**config.mk**
```make
export PLATFORM = sky130hd
export DESIGN_NAME = wb_uart_rx_z80_port
export DESIGN_NICKNAME = d
export VERILOG_FILES = /design/src/rtl/wb_uart_rx_z80_port.sv
export SDC_FILE = /design/constraint.sdc
export NUM_CORES = 1
export LEC_CHECK = 0
export CORE_ASPECT_RATIO = 0.75
export CORE_MARGIN = 2
export CORE_UTILIZATION = 51
export DETAILED_ROUTE_END_ITERATION = 10
export PLACE_DENSITY = 0.79
export SLEW_MARGIN = 5
export SYNTH_ARGS = -nofsm -noshare
export SYNTH_HDL_FRONTEND = slang
export SYNTH_SLANG_ARGS = --single-unit
```
**constraint.sdc**
```tcl
create_clock -name i_clk -period 2.3 [get_ports i_clk]
set_clock_uncertainty 0.05 [all_clocks]
set_input_delay 0.46 -clock i_clk [delete_from_list [all_inputs] [get_ports i_clk]]
set_output_delay 0.46 -clock i_clk [all_outputs]
set_load 0.01 [all_outputs]
```
**src/rtl/wb_uart_rx_z80_port.sv**
```systemverilog
// rtl/wb_uart_rx_z80_port.sv - Z80 IN-port front end popping the UART RX FIFO over Wishbone
//
// Purpose: decodes Z80 IN cycles. A read of PORT_BASE pops one byte from the
// UART RX block through a single Wishbone access and holds the Z80 in WAIT
// until the byte arrives. A read of PORT_BASE+1 returns a status byte
// {5'b0, timeout, underrun, !empty} and clears the sticky bits. The block also
// drives an active-low receive interrupt.
//
// Ports:
//   i_clk, i_reset                   system clock, synchronous active-high reset
//   i_z80_addr, i_z80_iorq_n,
//   i_z80_rd_n                       Z80 address and asynchronous strobes
//   o_z80_data, o_z80_data_oe        byte returned to the Z80 and its buffer enable
//   o_z80_wait_n, o_irq_n            Z80 WAIT and INT, both active-low
//   o_wb_cyc, o_wb_stb               Wishbone request to the RX pop port
//   i_wb_data, i_wb_ack, i_wb_stall  Wishbone response from the RX pop port
//   i_uart_empty                     RX FIFO empty flag
module wb_uart_rx_z80_port #(
  parameter logic [7:0] PORT_BASE     = 8'h10,
  parameter logic [3:0] ACK_TIMEOUT   = 4'd8,
  parameter int         TIMEOUT_WIDTH = 4,
  parameter logic       IRQ_EN        = 1'b1
) (
  input  logic       i_clk,
  input  logic       i_reset,
  input  logic [7:0] i_z80_addr,
  input  logic       i_z80_iorq_n,
  input  logic       i_z80_rd_n,
  output logic [7:0] o_z80_data,
  output logic       o_z80_data_oe,
  output logic       o_z80_wait_n,
  output logic       o_irq_n,
  output logic       o_wb_cyc,
  output logic       o_wb_stb,
  input  logic [7:0] i_wb_data,
  input  logic       i_wb_ack,
  input  logic       i_wb_stall,
  input  logic       i_uart_empty
);

  localparam logic [7:0]               STATUS_PORT = PORT_BASE + 8'd1;
  localparam logic [TIMEOUT_WIDTH-1:0] TIMEOUT_END = TIMEOUT_WIDTH'(ACK_TIMEOUT);

  typedef enum logic [2:0] {
    S_IDLE,
    S_REQ,
    S_WAIT_ACK,
    S_HOLD,
    S_DRAIN
  } state_e;

  state_e                   state_q;
  logic                     iorq_meta_q, iorq_sync_q;
  logic                     rd_meta_q, rd_sync_q;
  logic                     io_rd_q, rd_start_q;
  logic                     underrun_q, timeout_q;
  logic [TIMEOUT_WIDTH-1:0] timer_q;
  logic [TIMEOUT_WIDTH-1:0] timer_d;
  logic                     io_rd;

  assign io_rd   = ~iorq_sync_q & ~rd_sync_q;
  assign timer_d = timer_q + 1'b1;

  always_ff @(posedge i_clk) begin
    if (i_reset) begin
      iorq_meta_q   <= 1'b1;
      iorq_sync_q   <= 1'b1;
      rd_meta_q     <= 1'b1;
      rd_sync_q     <= 1'b1;
      io_rd_q       <= 1'b0;
      rd_start_q    <= 1'b0;
      underrun_q    <= 1'b0;
      timeout_q     <= 1'b0;
      timer_q       <= '0;
      state_q       <= S_IDLE;
      o_z80_data    <= 8'h00;
      o_z80_data_oe <= 1'b0;
      o_z80_wait_n  <= 1'b1;
      o_irq_n       <= 1'b1;
      o_wb_cyc      <= 1'b0;
      o_wb_stb      <= 1'b0;
    end else begin
      iorq_meta_q <= i_z80_iorq_n;
      iorq_sync_q <= iorq_meta_q;
      rd_meta_q   <= i_z80_rd_n;
      rd_sync_q   <= rd_meta_q;
      io_rd_q     <= io_rd;
      rd_start_q  <= io_rd & ~io_rd_q;
      o_irq_n     <= ~(IRQ_EN & ~i_uart_empty);

      case (state_q)
        S_IDLE: begin
          if (rd_start_q) begin
            if (i_z80_addr == PORT_BASE) begin
              if (!i_uart_empty) begin
                o_wb_cyc     <= 1'b1;
                o_wb_stb     <= 1'b1;
                o_z80_wait_n <= 1'b0;
                timer_q      <= '0;
                state_q      <= S_REQ;
              end else begin
                // Nothing to pop: answer 00 at once and remember the underrun.
                o_z80_data    <= 8'h00;
                o_z80_data_oe <= 1'b1;
                underrun_q    <= 1'b1;
                state_q       <= S_HOLD;
              end
            end else if (i_z80_addr == STATUS_PORT) begin
              o_z80_data    <= {5'b0, timeout_q, underrun_q, ~i_uart_empty};
              o_z80_data_oe <= 1'b1;
              underrun_q    <= 1'b0;
              timeout_q     <= 1'b0;
              state_q       <= S_HOLD;
            end
          end
        end

        S_REQ: begin
          if (!i_wb_stall) begin
            o_wb_stb <= 1'b0;
            if (i_wb_ack) begin
              o_z80_data    <= i_wb_data;
              o_z80_data_oe <= io_rd;
              o_wb_cyc      <= 1'b0;
              o_z80_wait_n  <= 1'b1;
              state_q       <= S_HOLD;
            end else if (!io_rd) begin
              o_z80_wait_n <= 1'b1;
              state_q      <= S_DRAIN;
            end else begin
              state_q <= S_WAIT_ACK;
            end
          end else if (!io_rd) begin
            // Strobe still pending; DRAIN finishes the handshake.
            o_z80_wait_n <= 1'b1;
            state_q      <= S_DRAIN;
          end
        end

        S_WAIT_ACK: begin
          if (i_wb_ack) begin
            o_z80_data    <= i_wb_data;
            o_z80_data_oe <= io_rd;
            o_wb_cyc      <= 1'b0;
            o_z80_wait_n  <= 1'b1;
            state_q       <= S_HOLD;
          end else if (timer_d == TIMEOUT_END) begin
            o_z80_data    <= 8'hFF;
            o_z80_data_oe <= io_rd;
            timeout_q     <= 1'b1;
            o_wb_cyc      <= 1'b0;
            o_z80_wait_n  <= 1'b1;
            state_q       <= S_HOLD;
          end else begin
            timer_q <= timer_d;
            if (!io_rd) begin
              o_z80_wait_n <= 1'b1;
              state_q      <= S_DRAIN;
            end
          end
        end

        S_HOLD: begin
          o_z80_data_oe <= io_rd;
          if (!io_rd) begin
            state_q <= S_IDLE;
          end
        end

        S_DRAIN: begin
          // The Z80 has gone; complete exactly one pop and drop the byte.
          if (o_wb_stb) begin
            if (!i_wb_stall) begin
              o_wb_stb <= 1'b0;
              if (i_wb_ack) begin
                o_wb_cyc <= 1'b0;
                state_q  <= S_IDLE;
              end
            end
          end else if (i_wb_ack) begin
            o_wb_cyc <= 1'b0;
            state_q  <= S_IDLE;
          end else if (timer_d == TIMEOUT_END) begin
            o_wb_cyc  <= 1'b0;
            timeout_q <= 1'b1;
            state_q   <= S_IDLE;
          end else begin
            timer_q <= timer_d;
          end
        end

        default: state_q <= S_IDLE;
      endcase
    end
  end

endmodule

```
==> flow_summary.json <==
{
  "slowest_stage": "clkdlybuf4s50_1",
  "fp.dieH_um": 54.8,
  "htree_num_levels": 1,
  "finalSetupViolCount": 0,
  "power_mw": 0.985,
  "synth-edff-count": 0,
  "yosysSeqAreaShare_pct": 31.9,
  "leakage_nw": 0.859,
  "rsz0062_at_grt": "false",
  "initial_core_util_pct": 53.4,
  "diodes": 0,
  "clk_pin_slew_worst_paths_ns": 0.10,
  "dr.pass1.iters": 4,
  "wl_per_cell_um": 15.5,
  "row_count": 18,
  "num_vias": 1861,
  "ant_nets": 0,
  "final_cell_mix": "33 x clkdlybuf4s50_1, 32 x buf_4, 28 x dfxtp_1",
  "antenna_found_initial": 0,
  "die_w_um": 71.7,
  "area_delta_synth_final_pct": 35.4,
  "crit_family": "simple AND/OR/NAND/NOR gates",
  "worst_slew_pin_slew_ns": 0.607,
  "ys_seq_elements": 28,
  "arrival_ns": 2.34,
  "port_buffers": 35,
  "post-route-min-period_ns": 2.19,
  "crit_cells": 6,
  "critPathLaunchType": "input port",
  "cts_inserted_buffers": 3,
  "synth_cells": 214,
  "status": "complete, no violations",
  "grt_use_total_pct": 25.4,
  "core_area_um2": 3290,
  "endpoint_kind": "flop",
  "max_freq_ghz": 0.456,
  "dp_hpwl_mm": 3.53,
  "multiInputGateArea_um2": 1080,
  "max_slew_margin_pct": 59.0,
  "yosys.cell_types.count": 58,
  "drv_cap": 0,
  "power_density_nw_per_um2": 414,
  "grt_max_degree": 21,
  "grt_pass1_vias": 1689,
  "fin_crit_sh_pct": 95.4,
  "avgSynthCellArea_um2": 8.20,
  "clockBufferDepth": 2,
  "dpl_worst_slack_ns": -0.336,
  "final_area_um2": 2380,
  "drc": 0,
  "hold_violations": 0,
  "crit_chain": "clkdlybuf4s50_1, nor4_4, a21boi_0, nor4b_1, mux2i_1, a311oi_1",
  "r2r_cells": 6,
  "viasPerCell": 6.00,
  "path_class": "input port to flop",
  "async_reset_ff_share_pct": 0,
  "clk_latency_ns": 0.28,
  "final_common_cell": "clkdlybuf4s50_1",
  "gp_congestion": 0.919,
  "fin_util_pct": 72.3,
  "worstHoldPathType": "flop to flop",
  "nets": 295,
  "dieArea_um2": 3930,
  "design.portCount": 36,
  "synth_area_um2": 1760,
  "grt_remaining_overflow": 0,
  "drtIter0Drc": 122,
  "cpPeakStageDelay_ns": 0.45,
  "fillers": 261,
  "grt_pass1_wl_mm": 7.74,
  "seq_area_um2": 561,
  "wl_mm": 4.81,
  "ys_warn_count": 0,
  "cts_root_buf": "clkbuf_8",
  "crit_buf_inv": 1,
  "syn_nets": 238,
  "cts_tree": "built",
  "ir_drop_mv": 0.310,
  "cts_sinks": 28,
  "crit_fanout": 3,
  "ctsHoldBuffers": 0,
  "drv_slew": 0,
  "hold_depth": 1,
  "place_area_um2": 2280,
  "synth-main-ff-cell": "dfxtp_1",
  "fin_ws_ns": 0.106,
  "crit_required_ns": 2.44,
  "drive_gt1_share_pct": 19.6
}
==> state kept, by name (all words and copies together) (netlist names) <==
register	count
o_z80_data_oe	1
iorq_meta_q	1
rd_meta_q	1
io_rd_q	1
rd_sync_q	1
iorq_sync_q	1
o_wb_cyc	1
underrun_q	1
o_wb_stb	1
state_q	3
o_z80_data	8
rd_start_q	1
o_irq_n	1
timeout_q	1
timer_q	4
o_z80_wait_n	1
==> layer usage <==
| metal | GRT usage [%] | wire, um |
|---|---|---|
| met2 | 40.7 | 2090 |
| met1 | 34.5 | 2200 |
| met3 | 6.26 | 429 |
| met4 | 6.60 | 87 |
| met5 | 0 | 0 |
==> final timing paths <==
| check | slack [ns] | startpoint | endpoint |
|---|---|---|---|
| setup reg to reg | 0.18 | state_q[1] | o_z80_data[3] |
| setup / recovery | 0.11 | i_z80_addr[3] | state_q[1] |
| hold reg to reg | 0.36 | io_rd_q | rd_start_q |
| hold / removal | 0.36 | io_rd_q | rd_start_q |
==> Yosys cell counts, drive strengths merged (3+ instances only) <==
library cell,instances,share of area (%)
a21oi,21,6.0
a22oi,5,2.1
a311oi,3,1.5
and3,3,1.1
buf,6,2.7
clkbuf,9,3.6
dfxtp,28,32
inv,4,0.86
mux2i,5,2.9
nand2,11,2.4
nand2b,3,1.1
nand3,7,2.0
nand3b,3,1.3
nor2,13,2.8
nor2b,3,1.1
nor3,12,3.7
nor3b,3,1.3
o21ai,16,4.6
o31ai,3,1.3
or2,7,2.5
or2b,5,2.2
or4,6,2.6
==> cell type report <==
cell class | count | area share, %
clock buffer | 3 | 1.74
clock inverter | 1 | 1.26
inverter | 4 | 0.632
multi-input combinational | 167 | 45.6
sequential | 28 | 23.6
tap | 40 | 2.11
timing repair buffer | 67 | 25.1
==> cells by family after synthesis <==
kind of cell             count (synthesis)  synth area share (%)
AO/OA/AOI/OAI                           69                  25.2
XOR/XNOR                                 2                 0.998
adder cells (fa/ha/maj)                  1                 0.713
buffers and inverters                   19                  7.20
flip-flops                              28                  31.9
multiplexers                             5                  2.85
AND/OR/NAND/NOR                         90                  31.1
==> where the power goes <==
group / internal, mW / switching, mW / leakage (nW) / total, mW
logic: 0.0587 / 0.0398 / 0.596 / 0.0985
clock network: 0.233 / 0.163 / 0.0357 / 0.397
registers: 0.489 / 0.00135 / 0.227 / 0.490
==> worst register-to-register path: stages, from the launching register on <==
cell and delay [ns]:
dfxtp_1 0.39, buf_4 0.20, or2_2 0.34, a21o_1 0.17, and3_2 0.23, or4_1 0.53
a21oi_1 0.14
==> metrics by stage <==
step | std cells | hold slack, ns | TNS [ns]
6_report | 310 | 0.357 | 0
4_1_cts | 310 | 0.361 | 0
2_1_floorplan | 214 | 0.326 | 0
3_5_place_dp | 306 | 0.337 | -2.38
3_3_place_gp | 306 | 0.336 | -2.14
5_1_grt | 310 | 0.378 | 0
==> what timing repair did <==
item	4_1_cts	5_1_grt
endpoints found under the setup margin	2	8
hold endpoints to repair	0	0
pin swaps	1	3
setup buffers	0	0
resized for setup	0	6
cloned	0	0
(Power assumes the default switching activity.)
